<file path="src/rtl/muldiv_unit.sv">
// muldiv_unit: iterative RV32M multiply/divide beside the EX-stage ALU.
// Define MULDIV_FAST_MUL_EN for single-cycle multiplies (divide unchanged).
module muldiv_unit #(
  parameter int XLEN  = 32,
  parameter int CNT_W = 6
) (
  input  logic            clk,
  input  logic            rst,
  input  logic            start,
  input  logic            flush,
  input  logic [4:0]      alu_sel,
  input  logic [XLEN-1:0] rs1_val,
  input  logic [XLEN-1:0] rs2_val,
  output logic            busy,
  output logic            done,
  output logic [XLEN-1:0] result
);

  localparam logic [4:0] ALU_MUL    = 5'd10;
  localparam logic [4:0] ALU_MULH   = 5'd11;
  localparam logic [4:0] ALU_MULHSU = 5'd12;
  localparam logic [4:0] ALU_MULHU  = 5'd13;
  localparam logic [4:0] ALU_DIV    = 5'd14;
  localparam logic [4:0] ALU_DIVU   = 5'd15;
  localparam logic [4:0] ALU_REM    = 5'd16;
  localparam logic [4:0] ALU_REMU   = 5'd17;

  typedef enum logic [1:0] {IDLE, CALC, FIN} state_t;

  state_t state, state_nx;

  logic [4:0]        op;
  logic              mul_q;
  logic [2*XLEN-1:0] prod;
  logic [XLEN-1:0]   quo;
  logic [XLEN:0]     rem;
  logic [XLEN-1:0]   opd;
  logic [CNT_W-1:0]  cnt;
  logic              neg_res;
  logic              neg_rem;

  logic            is_mul;
  logic            is_div;
  logic            sgn_a;
  logic            sgn_b;
  logic            known;
  logic            neg_a;
  logic            neg_b;
  logic [XLEN-1:0] mag_a;
  logic [XLEN-1:0] mag_b;
  logic            div0;
  logic            ovf;
  logic            fast;
  logic            direct;
  logic            accept;

  always_comb begin
    is_mul = 1'b0;
    is_div = 1'b0;
    sgn_a  = 1'b0;
    sgn_b  = 1'b0;
    known  = 1'b1;
    unique case (alu_sel)
      ALU_MUL, ALU_MULHU: is_mul = 1'b1;
      ALU_MULH: begin
        is_mul = 1'b1;
        sgn_a  = 1'b1;
        sgn_b  = 1'b1;
      end
      ALU_MULHSU: begin
        is_mul = 1'b1;
        sgn_a  = 1'b1;
      end
      ALU_DIV, ALU_REM: begin
        is_div = 1'b1;
        sgn_a  = 1'b1;
        sgn_b  = 1'b1;
      end
      ALU_DIVU, ALU_REMU: is_div = 1'b1;
      default: known = 1'b0;
    endcase
  end

  assign neg_a = sgn_a & rs1_val[XLEN-1];
  assign neg_b = sgn_b & rs2_val[XLEN-1];
  assign mag_a = neg_a ? -rs1_val : rs1_val;
  assign mag_b = neg_b ? -rs2_val : rs2_val;
  assign div0  = is_div & (rs2_val == '0);
  assign ovf   = is_div & sgn_a
               & (rs1_val == {1'b1, {(XLEN-1){1'b0}}})
               & (rs2_val == '1);

`ifdef MULDIV_FAST_MUL_EN
  logic signed [2*XLEN+1:0] fprod;
  assign fprod = $signed({neg_a, rs1_val})
               * $signed({neg_b, rs2_val});
  assign fast = is_mul;
`else
  assign fast = 1'b0;
`endif

  assign direct = ~known | div0 | ovf | fast;
  assign accept = (state == IDLE) & start & ~flush;
  assign busy   = (state != IDLE);

  always_ff @(posedge clk) begin
    if (rst) state <= IDLE;
    else     state <= state_nx;
  end

  always_comb begin
    state_nx = state;
    unique case (state)
      IDLE: if (start && !flush)
              state_nx = direct ? FIN : CALC;
      CALC: if (flush)
              state_nx = IDLE;
            else if (cnt == CNT_W'(XLEN-1))
              state_nx = FIN;
      FIN:  state_nx = IDLE;
      default: state_nx = IDLE;
    endcase
  end

  logic [XLEN:0]     msum;
  logic [XLEN+1:0]   shl;
  logic [XLEN+1:0]   diff;
  logic [2*XLEN-1:0] pfix;
  logic [XLEN-1:0]   qfix;
  logic [XLEN-1:0]   rfix;
  logic [XLEN-1:0]   fin_val;

  assign msum = {1'b0, prod[2*XLEN-1:XLEN]}
              + {1'b0, (prod[0] ? opd : '0)};
  assign shl  = {rem, quo[XLEN-1]};
  assign diff = shl - {2'b00, opd};
  assign pfix = neg_res ? -prod : prod;
  assign qfix = neg_res ? -quo : quo;
  assign rfix = neg_rem ? -rem[XLEN-1:0] : rem[XLEN-1:0];

  always_comb begin
    fin_val = '0;
    unique case (op)
      ALU_MUL: fin_val = pfix[XLEN-1:0];
      ALU_MULH, ALU_MULHSU, ALU_MULHU:
        fin_val = pfix[2*XLEN-1:XLEN];
      ALU_DIV, ALU_DIVU: fin_val = qfix;
      ALU_REM, ALU_REMU: fin_val = rfix;
      default: fin_val = '0;
    endcase
  end

  always_ff @(posedge clk) begin
    if (rst) begin
      op      <= '0;
      mul_q   <= 1'b0;
      prod    <= '0;
      quo     <= '0;
      rem     <= '0;
      opd     <= '0;
      cnt     <= '0;
      neg_res <= 1'b0;
      neg_rem <= 1'b0;
      done    <= 1'b0;
      result  <= '0;
    end else begin
      done <= 1'b0;
      if (accept) begin
        op      <= known ? alu_sel : ALU_MUL;
        mul_q   <= is_mul;
        cnt     <= '0;
        neg_res <= neg_a ^ neg_b;
        neg_rem <= neg_a;
        prod    <= {{XLEN{1'b0}}, mag_b};
        quo     <= mag_a;
        rem     <= '0;
        opd     <= is_mul ? mag_a : mag_b;
        // Special cases preload the final value so FIN is uniform.
        if (!known) begin
          prod    <= '0;
          neg_res <= 1'b0;
        end else if (div0) begin
          quo     <= '1;
          rem     <= {1'b0, rs1_val};
          neg_res <= 1'b0;
          neg_rem <= 1'b0;
        end else if (ovf) begin
          quo     <= rs1_val;
          rem     <= '0;
          neg_res <= 1'b0;
          neg_rem <= 1'b0;
        end
`ifdef MULDIV_FAST_MUL_EN
        else if (is_mul) begin
          prod    <= fprod[2*XLEN-1:0];
          neg_res <= 1'b0;
        end
`endif
      end else if (state == CALC) begin
        cnt <= cnt + 1'b1;
        if (mul_q) begin
          prod <= {msum, prod[XLEN-1:1]};
        end else if (!diff[XLEN+1]) begin
          rem <= diff[XLEN:0];
          quo <= {quo[XLEN-2:0], 1'b1};
        end else begin
          rem <= shl[XLEN:0];
          quo <= {quo[XLEN-2:0], 1'b0};
        end
      end else if (state == FIN && !flush) begin
        result <= fin_val;
        done   <= 1'b1;
      end
    end
  end

endmodule

</file>
<file path="config.mk">
export PLATFORM = sky130hd
export DESIGN_NAME = muldiv_unit
export DESIGN_NICKNAME = d
export VERILOG_FILES = /design/src/rtl/muldiv_unit.sv
export SDC_FILE = /design/constraint.sdc
export NUM_CORES = 1
export LEC_CHECK = 0
export ABC_CLOCK_PERIOD_IN_PS = 8100
export CAP_MARGIN = 20
export CORE_MARGIN = 4
export CORE_UTILIZATION = 42
export CTS_BUF_LIST = sky130_fd_sc_hd__clkbuf_8
export CTS_CLUSTER_SIZE = 10
export DETAILED_ROUTE_END_ITERATION = 6
export PLACE_DENSITY = 0.63
export RECOVER_POWER = 100
export SYNTH_ARGS = -nofsm -noshare
export SYNTH_HDL_FRONTEND = slang
export SYNTH_SLANG_ARGS = --single-unit
</file>
<file path="constraint.sdc">
create_clock -name clk -period 8.1 [get_ports clk]
set_input_delay 1.62 -clock clk [delete_from_list [all_inputs] [get_ports clk]]
set_output_delay 1.62 -clock clk [all_outputs]
set_load 0.03 [all_outputs]
</file>
# Word-level counts from Yosys, hierarchy flattened
# Cells that the tools add are included.
[word_totals] input_bits=73 out_inout_bits=34 ff_bits=210
[classes] n_addsub=8 n_mux=43 n_bitwise=15 reduce_logical=22 n_eq_ne=24
[ops] cell="32-bit 2-to-1 mux" n=15
[ops] cell="64-bit 2-to-1 mux" n=4
[ops] cell="33-bit 2-to-1 mux" n=4
[ops] cell="32-bit negation" n=4
[ops] cell="32-bit one-hot mux with 4 select lines" n=1
[ops] cell="32-bit equality test, second input constant" n=2
[ops] cell="64-bit negation" n=1
[ops] cell="5-bit by 4-bit equality test with 1-bit output, second input constant" n=12
[ops] cell="34-bit by 32-bit subtractor with 34-bit output" n=1
[ops] cell="32-bit by 32-bit adder with 33-bit output" n=1
[ops] cell="32-bit logical NOT" n=1
[ops] cell="5-bit equality test, second input constant" n=4
[ops] cell="1-bit 2-to-1 mux" n=13
[ops] cell="4-bit OR reduction" n=3
[ops] cell="3-bit OR reduction" n=3
[ops] cell="1-bit AND" n=8
[ops] cell="2-bit 2-to-1 mux" n=4
[ops] cell="8-bit OR reduction" n=1
[ops] cell="6-bit by 1-bit adder with 6-bit output, second input constant" n=1
[ops] cell="6-bit by 5-bit equality test with 1-bit output, second input constant" n=1
[ops] cell="2-bit AND reduction" n=3
[ops] cell="2-bit nonzero test" n=3
[ops] cell="2-bit OR reduction" n=3
[ops] cell="5-bit 2-to-1 mux" n=1
[ops] cell="other kinds (12)" n=18

# Logic depth before layout (Yosys ltp)
[depth] ltp_word=10 ltp_mapped=14 depth_no_buf=12

# Least setup slack after synthesis
# OpenSTA, ideal clock, no wires.
[synth_path] path_kind="input port to flip-flop" startpoint="in rs1_val[8]" endpoint="reg quo[15]" setup_time_ns=0.086 t_arrival_ns=4.306 path_slack_ns=3.708 stages=10 cell_sequence="or4_1 > or3_1 > or2_1 > or3_1 > buf_2 > or4_4 > buf_2 > nand2_1 > o21ai_0 > a211oi_1"
[synth_via] elab_chain_cells=7 word_cells_on_any_way=9 classes_between="1 x add/sub; 1 x eq/ne; 5 x mux; 2 x bitwise"
[synth_lines] item="start, declared" line_no="12" rtl="input logic [XLEN-1:0] rs1_val,"
[synth_lines] item="parallel branches: the longest is 5 deep, another holds 32-bit negation"
[synth_lines] item="32-bit 2-to-1 mux *" line_no="179" rtl="if (!known) begin"
[synth_lines] item="32-bit 2-to-1 mux *" line_no="168" rtl="if (accept) begin"
[synth_lines] item="end signal, assigned" line_no="175" rtl="quo <= mag_a;"
[synth_lines] item="end signal, assigned" line_no="188" rtl="quo <= rs1_val;"
[synth_lines] item="end signal, assigned" line_no="205" rtl="quo <= {quo[XLEN-2:0], 1'b1};"
[synth_lines] item="end, declared" line_no="35" rtl="logic [XLEN-1:0] quo;"
# Every way passes the cells marked *.
# A chain may end at the register's enable or synchronous reset.

# Worst setup path in the final report
[layout_path] startpoint="in flush" endpoint="reg rem[16]"
[layout_via] elab_chain_cells=4 word_cells_on_any_way=6 classes_between="1 x eq/ne; 1 x mux; 2 x bitwise; 2 x reduce/logical"
[layout_lines] item="start, declared" line_no="10" rtl="input logic flush,"
[layout_lines] item="1-bit NOT *" line_no="103" rtl="assign accept = (state == IDLE) & start & ~flush;"
[layout_lines] item="1-bit AND *" line_no="103"
[layout_lines] item="2-bit by 1-bit != test with 1-bit output (no line) / 2-bit nonzero test (equally long branches)"
[layout_lines] item="2-bit AND reduction (no line)"
[layout_lines] item="end signal, assigned" line_no="184" rtl="rem <= {1'b0, rs1_val};"
[layout_lines] item="end signal, assigned" line_no="204" rtl="rem <= diff[XLEN:0];"
[layout_lines] item="end signal, assigned" line_no="207" rtl="rem <= shl[XLEN:0];"
[layout_lines] item="end, declared" line_no="36" rtl="logic [XLEN:0] rem;"
# Every way passes the cells marked *; elsewhere a longest branch is shown, timed or not.

==> reports/qor.txt <==
CLOCK TREE
----------------------------------------------------------------------------------------------------
Total clock buffers created by CTS                                                                43
Number of instances resized during post-cts repair                                                 0
Post-CTS Hold Fix Bufs                                                                             0
Clk Tree Root Cell                                                                          clkbuf_8
Maximum count of clock buffers along a single path                                                 3
Clock latency on the worst-skew pair                                                          620 ps
Maximum level of the CTS H-tree                                                                    2
Clock-pin slew reported for the worst setup and hold paths after clock tree synthesis          60 ps
TritonCTS clock tree                                                                             yes
Clock net sink count                                                                             210
Number of buffers inserted to repair setup after CTS                                               0

STA
----------------------------------------------------------------------------------------------------
Final setup vio count                                                                              0
Final min period                                                                             6020 ps
Unrepaired setup endpoints after global routing                                                   no
Hold Fails Final Rpt                                                                               0
Headroom to the max-slew limit                                                                -0.991
Worst slew pin tran                                                                          2990 ps
Final critical-path share of the clock period                                                  0.743
Worst clock skew                                                                             32.3 ps
Achievable frequency                                                                       0.166 GHz
Count of final max-slew check failures                                                           183
Fin Setup TNS                                                                                   0 ps

HOLD PATH
----------------------------------------------------------------------------------------------------
Tightest Hold Check Type                                                                     reg2reg
Launch instance of the worst min-delay path                                             opd[10]$_SDFFE_PP0P_

SYNTH
----------------------------------------------------------------------------------------------------
EDFF count, synth                                                                                  0
Synthesized area                                                                          0.0170 mm²
Average footprint of a synthesized cell                                                     7.48 µm²
Area share of the largest cell type after synthesis                                            0.247
Count of warnings emitted by yosys                                                                 0
Flip-flop and latch count after synthesis                                                        210
Share of async-settable or async-resettable flops after synthesis                                  0
Syn Inst Count                                                                                 2,273
Most instantiated flip-flop cell in the synthesis netlist                                    dfxtp_1
Cell variety after synth                                                                          77
Post-synth net total                                                                           2,419
Post-synth top area cell                                                                     dfxtp_1
Main area contributors after synthesis                                                  dfxtp_1 (25%), xnor2_1 (6.3%), xor2_1 (5.9%)
Sequential fraction of the synthesis area                                                      0.247

CRITICAL PATH
----------------------------------------------------------------------------------------------------
Endpoint kind of the worst setup timing path                                               flip-flop
Worst EP arrival                                                                             6570 ps
Critical path data required time                                                             8650 ps
Setup slack, reg-to-reg                                                                      3220 ps
Launch point of the worst reg-to-reg path                                               state[0]$_SDFFE_PP0P_
CP startpoint kind                                                                      primary input
Biggest fanout along the worst timing path                                                        57
Critical path start-end classification                                                        in2reg
Critical path origin                                                                           flush

LAYOUT
----------------------------------------------------------------------------------------------------
Cell Count, Final, Fillers Out                                                                 2,871
Proportion of layout cells with a drive suffix above 1                                        0.0559
Fillcell total                                                                                 4,003
Nets@finish                                                                                    2,457
Area overhead of the layout relative to synthesis                                              13.7%
Util after Layout                                                                              0.484

PWR
----------------------------------------------------------------------------------------------------
Leakage component of the power                                                               7.37 nW
Maximum vdd drop                                                                         0.0000987 V
Power density cells                                                                       169 mW/mm²

PLACEMENT
----------------------------------------------------------------------------------------------------
Weighted congestion at the end of routability-driven global placement                           1.03
Post-detail-place hpwl                                                                     55,400 µm
DP Cell Count                                                                                  2,789
Buffers added on ports                                                                           106

GLOBAL ROUTING
----------------------------------------------------------------------------------------------------
Maximum number of pins on one net before global-route repair                                      90
Congestion Overflow GR                                                                             0
GRT Util Overall                                                                               0.318
Antenna violations before repair                                                                   5
Wire length of the first global-routing pass                                              108,000 µm
Via count of the first global-routing pass                                                     17.1k

FLOORPLAN
----------------------------------------------------------------------------------------------------
Core Region                                                                               0.0399 mm²
Die outline area                                                                          0.0438 mm²
Number of core rows                                                                               73
Horiz. Die Dim                                                                                209 µm
DIE HEIGHT                                                                                    209 µm
Ports placed on the boundary                                                                     107
Initial Utilization                                                                            0.426

DRT
----------------------------------------------------------------------------------------------------
Number of vias in the routed layout                                                            18.5k
ANT nets after route                                                                               0
Average routed wire per standard cell                                                        25.5 µm
Detailed Route Iter0 Violations                                                                2,005
DR vias/cell                                                                                    6.44
Initial DRT Pass Iterations                                                                        7
Detailed-route wire length                                                                 73,300 µm
Post-route DRC                                                                                     0

OUTCOME
----------------------------------------------------------------------------------------------------
Failing checks                                                                          capacitance limit, slew limit
Run status                                                                              finished, violations left

RUN
----------------------------------------------------------------------------------------------------
Max Cap Violations                                                                                 4

cells in the final DEF (no fill, tap or decap), drive strengths merged, types with 15 or more instances in the layout:
cell type	instances
nand2	227
nor2	224
dfxtp	210
o21ai	183
a21oi	169
xnor2	123
xor2	114
inv	74
ha	71
clkdlybuf4s50	68
o31ai	64
clkbuf	58
a211oi	49
nor3	40
or4	40
a21o	38
dlygate4sd3	37
nand3	34
or3	34
a22oi	33
nor4	30
o41ai	28
o22ai	26
o211ai	26
buf	25
a221oi	22
o211a	21
mux2i	21
nand4	19
o21a	18
o221ai	17
nand2b	15
a31oi	15
routing by layer:
layer	share of wire	vias up	global-route usage
li1	-	8502	-
met1	0.41	8840	0.428
met2	0.42	953	0.466
met3	0.11	181	0.0831
met4	0.061	4	0.167
met5	0.00031	-	0
cell families after synthesis:
kind of cell | Yosys count | share of synthesized area
AOI/OAI and AO/OA | 783 | 0.306
adders and majority gates | 73 | 0.0546
muxes | 31 | 0.0190
and+or+nand+nor | 731 | 0.205
xor gates and xnor gates | 237 | 0.122
DFF | 210 | 0.247
buffers and inverters | 208 | 0.0461
critical path, stage by stage:
cell and delay [ps]:
dlygate4sd3_1 610, nor3_1 210, clkbuf_1 2120, nand2_1 100, clkbuf_1 720, nor2_1 270, buf_4 340, a21oi_1 160
o21ai_0 160, o211a_1 200
final timing paths:
kind / depth (start not counted) / endpoint
setup reg to reg: 10 / rem[16]$_SDFFE_PP0P_
setup / recovery: 10 / rem[16]$_SDFFE_PP0P_
hold / removal: 2 / opd[10]$_SDFFE_PP0P_
hold reg to reg: 2 / opd[10]$_SDFFE_PP0P_
per-stage QoR:
stage / hold slack, ps / worst slack, ps / area (µm²) / total power [mW]
finish: 453 / 2080 / 19300 / 3.26
global route: 469 / 1850 / 19300 / 3.38
CTS: 452 / 3240 / 19400 / 3.25
detailed placement: 445 / 2590 / 18400 / 2.00
global placement: 442 / 2640 / 18400 / 2.00
floorplan: 432 / 3710 / 17000 / 1.70
cell type report:
cell class              count  area (µm²)  share of cell area
clock inverters            25         216              0.0112
inverters                  65         244              0.0126
flip-flops and latches    210        4210               0.217
repair buffers            136        1280              0.0663
clock buffers              52         716              0.0370
multi-input cells        1855       12000               0.621
well taps                 525         657              0.0340
diodes                      3        7.51            0.000388
Yosys cell counts, types with 12 or more instances:
cell type / number
a211oi_1: 49
a21o_1: 38
a21oi_1: 168
a221oi_1: 21
a22o_1: 14
a22oi_1: 33
a31oi_1: 15
buf_1: 12
clkbuf_1: 128
dfxtp_1: 210
ha_1: 71
inv_1: 65
mux2i_1: 21
nand2_1: 227
nand2b_1: 15
nand3_1: 34
nand4_1: 19
nor2_1: 224
nor2b_1: 14
nor3_1: 40
nor4_1: 29
o211a_1: 21
o211ai_1: 26
o21a_1: 18
o21ai_0: 180
o221ai_1: 17
o22ai_1: 26
o31ai_1: 64
o41ai_1: 27
or3_1: 33
or4_1: 36
xnor2_1: 123
xor2_1: 114
flip-flops by register name, summed over array words and instances, names as in the netlist:
name / count
cnt: 6
done: 1
mul_q: 1
neg_rem: 1
neg_res: 1
op: 5
opd: 32
prod: 64
quo: 32
rem: 33
result: 32
state: 2
power breakdown:
part / leakage [nW] / internal (mW) / switching, mW
clock: 0.522 / 0.711 / 0.541
combinational: 5.14 / 0.315 / 0.548
sequential: 1.71 / 1.08 / 0.0737
total: 7.37 / 2.10 / 1.16
No activity file was read; power rests on OpenSTA's default activity.
==> edit 1 (same settings) <==
Re-encode `state_t` (3 states) as one-hot, 3 bits wide.
--- a/src/rtl/muldiv_unit.sv
+++ b/src/rtl/muldiv_unit.sv
@@ -25,7 +25,7 @@
   localparam logic [4:0] ALU_REM    = 5'd16;
   localparam logic [4:0] ALU_REMU   = 5'd17;
 
-  typedef enum logic [1:0] {IDLE, CALC, FIN} state_t;
+  typedef enum logic [2:0] {IDLE = 3'b001, CALC = 3'b010, FIN = 3'b100} state_t;
 
   state_t state, state_nx;
 
Function: same outputs for any inputs over 4 cycles, from zero or initial values and one cycle with rst high; so few cycles prove little.
==> edit 1 against the unedited design <==
The run still ends with capacitance limit, slew limit left; wire length is 2.2% lower; total power decreased by 11%; setup slack got worse by 180 ps; design area fell by 1.4%; via count is 0.80% lower; synthesized cell count is 1.3% lower; hold slack worse by 5.4 ps; non-clock buffer count shrank 6; sequential cell count grew 1; core utilization increased by 0.30 points; synthesized area fell by 1.4%.
==> edit 1: results (changes against the unedited design) <==
stage;metric;value;unit;change
run_status;status;complete, but fails checks;;unchanged
run_status;failing checks;capacitance limit, slew limit;;unchanged
placement;IO Port Bufs;106;;unchanged
logic_synthesis;Synth Area in Compound Gates;31.44;%;was 30.59%
logic_synthesis;Mapped Nets;2390;;was 2,419
pwr;leakage;7.361;nW;was 7.368 nW
global_routing;vias in the first global route;16840;;was 17.08k
drt;routed len/inst;25.30;um;was 25.52 um
global_routing;initial antenna violation count;0;;was 5
layout;layout cells sized above 1;5.013;%;was 5.591%
logic_synthesis;Seq/Total Area, Yosys;25.19;%;was 24.71%
logic_synthesis;ranking of synthesized cells by area;dfxtp_1 25%, o21ai_0 6.6%, xor2_1 6.4%;;was dfxtp_1 25%, xnor2_1 6.3%, xor2_1 5.9%
drt;1st-iter DRT viols;2175;;was 2,005
clock_tree;Max Buffers Root-to-Sink;3;;unchanged
timing;Worst Skew;23.57;ps;was 32.27 ps
pwr;Peak supply drop;0.09683;mV;was 0.09866 mV
logic_synthesis;post-synthesis cell type count;73;;was 77
logic_synthesis;Post-Synthesis Cells;2244;;was 2,273
layout;fillers;3934;;was 4,003
placement;RePlAce Congestion;1.013;;was 1.034
clock_tree;CTS buffer count;42;;was 43
layout;synth-to-layout area growth;13.67;%;was 13.66%
drt;DR vias/cell;6.471;;was 6.437
placement;DP Wirelength;54190;um;was 55,400 um
global_routing;first-pass GRT wire length;104900;um;was 107,700 um
placement;Placed Area;18180;um2;was 18,430 um2
global_routing;largest net degree at the start of global routing;66;;was 90
min_path;Hold Path Class;flip-flop to flip-flop;;unchanged
global_routing;total gr overflow;0;;unchanged
placement;placed insts;2756;;was 2,789
layout;net count reported at finish;2428;;was 2,457
placement;dpl ws;2907;ps;was 2594 ps
logic_synthesis;adder-cell share of the synthesized area;5.537;%;was 5.457%
logic_synthesis;xor/xnor share of the synthesized area;12.28;%;was 12.20%
critical_path;Crit path arrival time;6650;ps;was 6570 ps
clock_tree;clk slew on worst S/H paths;60;ps;about the same
logic_synthesis;Post-synth top cells;222 x nand2_1, 222 x o21ai_0, 211 x dfxtp_1, 187 x nor2_1, 179 x a21oi_1;;was 227 x nand2_1, 224 x nor2_1, 210 x dfxtp_1, 180 x o21ai_0, 168 x a21oi_1
drt;total wire length;71680;um;was 73,270 um
job;Max Cap Viol;5;;was 4
global_routing;Tot GR Track Use;31.13;%;was 31.76%
critical_path;CP max FO;57;;unchanged
logic_synthesis;mux share of post-synthesis cell area;2.224;%;was 1.897%
clock_tree;root buffer cell;clkbuf_8;;unchanged
timing;Worst Tran Pin Value;3155;ps;was 2987 ps
timing;pins over their slew limit;223;;was 183
layout;Largest regs;prod x64, rem x33;;unchanged
[edit 1: changes by cell type in the layout (fill, tap and decap cells not counted), sizes merged, moves of 12 or more]
cell	delta
mux2i	+14
o21ai	+41
a22oi	+42
o22ai	+19
nand3	+12
nor2	-37
a21o	-18
a211oi	-23
or4	-14
nor4	-12
[edit 1: metal layers]
metal	up-vias	GRT usage, %	share of wire (%)
met5	-	0	0
met4	0	16.65	6.4
met1	8753	41.76	41
met3	209	6.196	9.7
met2	981	47.19	43
li1	8390	-	-
[edit 1: kinds of logic (layout without fill, tap and decap cells)]
family | Yosys count | after routing
xor gates and xnor gates | 235 | 235
AOI/OAI and AO/OA | 819 | 819
DFF | 211 | 211
adders and majority gates | 73 | 73
buffers and inverters | 205 | 275
other | 0 | 1
muxes | 37 | 37
and+or+nand+nor | 664 | 664
[edit 1: final timing paths]
path	cells past startpoint	slack [ps]	startpoint	end
max	5	1900	rst	result[15]
min	2	450	result[3]	result[3]
max reg2reg	6	3080	state[2]	prod[26]
min reg2reg	2	450	result[3]	result[3]
[edit 1: final cells by class]
type                       instances  area share [%]
clock inverter                    16          0.3545
clock buffer                      60           4.333
timing repair buffer             130           6.440
antenna                            1         0.01313
tap                              518           3.401
sequential                       211           22.17
multi-input combinational       1828           61.93
inverter                          69           1.359
[edit 1: worst max-delay path: stages]
cell and delay [ps]:
clkbuf_1 2200, clkbuf_1 1660, nor2_1 690, a22oi_1 340, o21ai_0 110
[edit 1: report_power, final]
part / switching (mW) / leakage, nW / internal (mW) / total (mW)
clock network: 0.519 / 0.508 / 0.653 / 1.17
logic: 0.390 / 5.14 / 0.217 / 0.607
registers: 0.0480 / 1.71 / 1.07 / 1.12
==> edit 2 (same settings) <==
Made on the original files. `XLEN`: 32 -> 48.
--- a/src/rtl/muldiv_unit.sv
+++ b/src/rtl/muldiv_unit.sv
@@ -1,7 +1,7 @@
 // muldiv_unit: iterative RV32M multiply/divide beside the EX-stage ALU.
 // Define MULDIV_FAST_MUL_EN for single-cycle multiplies (divide unchanged).
 module muldiv_unit #(
-  parameter int XLEN  = 32,
+  parameter int XLEN  = 48,
   parameter int CNT_W = 6
 ) (
   input  logic            clk,
Interface: changed (resized result, rs1_val and rs2_val); port bits go from 107 to 155. No check against the original RTL was run, so the function may have changed too.
==> edit 2 against the unedited design <==
Design area rose by 50%; via count rose by 50%; largest power group unchanged; sequential power rose by 39%; the flow still finishes with violations (capacitance limit, slew limit); wire length rose by 48%; synthesized area rose by 50%; register-to-register slack got worse by 1500 ps; total power rose by 29%; hold slack got worse by 3.0 ps; setup slack got worse by 920 ps; sequential cell count rose by 96.
==> edit 2: results (changes against the unedited design) <==
stage;metric;value;unit;change
logic_synthesis;Seq/Total Area, Yosys;23.96;%;was 24.71%
clock_tree;clk slew on worst S/H paths;60;ps;about the same
timing;pins over their slew limit;387;;was 183
placement;dpl ws;1363;ps;was 2594 ps
pwr;leakage;11.23;nW;was 7.368 nW
critical_path;CP max FO;44;;was 57
pwr;Peak supply drop;0.1157;mV;was 0.09866 mV
critical_path;worst r2r dst;prod[95];;was rem[16]
clock_tree;worst skew pair latency;730;ps;was 620 ps
critical_path;Critical Path RT;8680;ps;was 8650 ps
drt;vias;27730;;was 18.48k
layout;layout cells sized above 1;5.449;%;was 5.591%
critical_path;Crit path largest cell delay;1660;ps;was 2120 ps
critical_path;R2R Setup Slk;1760;ps;was 3220 ps
min_path;Hold Path Class;flip-flop to flip-flop;;unchanged
global_routing;first-pass GRT wire length;159600;um;was 107,700 um
logic_synthesis;ranking of synthesized cells by area;dfxtp_1 24%, xor2_1 6.2%, xnor2_1 5.8%;;was dfxtp_1 25%, xnor2_1 6.3%, xor2_1 5.9%
layout;Largest regs;prod x96, rem x49;;was prod x64, rem x33
placement;DP Wirelength;81640;um;was 55,400 um
critical_path;R2R depth;6;;was 10
global_routing;largest net degree at the start of global routing;92;;was 90
drt;Detailed Routing Iterations Pass 1;6;;was 7
timing;Worst Tran Pin Value;2741;ps;was 2987 ps
drt;total wire length;108100;um;was 73,270 um
critical_path;crit path to;prod[76];;was rem[16]
run_status;status;complete, but fails checks;;unchanged
layout;net count reported at finish;3667;;was 2,457
timing;fmax;144.2;MHz;was 166.2 MHz
placement;RePlAce Congestion;1.010;;was 1.034
global_routing;Tot GR Track Use;31.92;%;was 31.76%
critical_path;CP Launch Point;rst;;was flush
logic_synthesis;Post-synth top cells;306 x dfxtp_1, 304 x nand2_1, 302 x nor2_1, 279 x o21ai_0, 272 x a21oi_1;;was 227 x nand2_1, 224 x nor2_1, 210 x dfxtp_1, 180 x o21ai_0, 168 x a21oi_1
clock_tree;CTS buffer count;57;;was 43
logic_synthesis;Mapped Nets;3622;;was 2,419
placement;IO Port Bufs;154;;was 106
global_routing;vias in the first global route;25200;;was 17.08k
pwr;Internal;2.764;mW;was 2.102 mW
timing;Worst Skew;55.26;ps;was 32.27 ps
drt;1st-iter DRT viols;3671;;was 2,005
run_status;failing checks;capacitance limit, slew limit;;unchanged
min_path;Hold Path Origin;opd[21];;was opd[10]
job;Max Cap Viol;10;;was 4
logic_synthesis;post-synthesis cell type count;85;;was 77
## edit 2: worst min-delay path by stage
| stage | to | slack (ps) | cells after the start |
|---|---|---|---|
| detailed placement | opd[20] | 440 | 2 |
| global placement | opd[15] | 440 | 2 |
| global route | opd[21] | 470 | 2 |
| CTS | opd[21] | 450 | 2 |
| floorplan | opd[13] | 430 | 2 |
| finish | opd[21] | 450 | 2 |
## edit 2: worst max-delay path, delay by kind of cell
| kind | cells | cell delay, ps |
|---|---|---|
| buf+inv | 5 | 4570 |
| simple gates | 2 | 830 |
| compound gates | 1 | 410 |
## edit 2: layer usage
metal	up-vias	track usage (%)	share of wire, %	wire length, um
met3	223	6.792	12	12460
li1	12830	-	-	-
met2	1584	47.10	42	45230
met1	13090	45.82	43	46250
met5	-	0	0.044	48
met4	6	11.75	3.9	4165
## edit 2: area by class of cell
class | count | area [um2]
Inverter | 94 | 352.8
Clock buffer | 77 | 1060
Antenna cell | 4 | 10.01
Sequential cell | 306 | 6130
Multi-Input combinational cell | 2787 | 18260
Clock inverter | 30 | 182.7
Tap cell | 782 | 978.4
Fill cell | 6215 | 31430
Timing Repair Buffer | 211 | 1952
## edit 2: kinds of logic (layout without fill, tap and decap cells)
family,Yosys count,after routing,share of synthesized area [%]
buf+inv,319,412,4.757
xor+xnor,352,352,12.06
compound gates,1232,1232,31.74
flops,306,306,23.96
simple gates,1025,1025,19.40
fa+ha+maj,105,105,5.198
other cells,0,4,0
mux,73,73,2.878
## edit 2: per-stage QoR
step	cells	power, mW	hold slack [ps]	area, um2
floorplan	3412	2.208	431.9	25560
global placement	4179	2.562	439.1	27730
detailed placement	4179	2.560	444.6	27730
CTS	4286	4.207	451.9	28970
global route	4288	4.360	472.4	28920
finish	4291	4.218	450.1	28930
## edit 2: power groups by stage
| stage | registers [mW] | logic (mW) | clock network (mW) |
|---|---|---|---|
| finish | 1.60 | 0.959 | 1.66 |
| global route | 1.61 | 1.02 | 1.73 |
| CTS | 1.60 | 0.935 | 1.67 |
| detailed placement | 1.63 | 0.928 | 0 |
| global placement | 1.63 | 0.930 | 0 |
| floorplan | 1.61 | 0.597 | 0 |
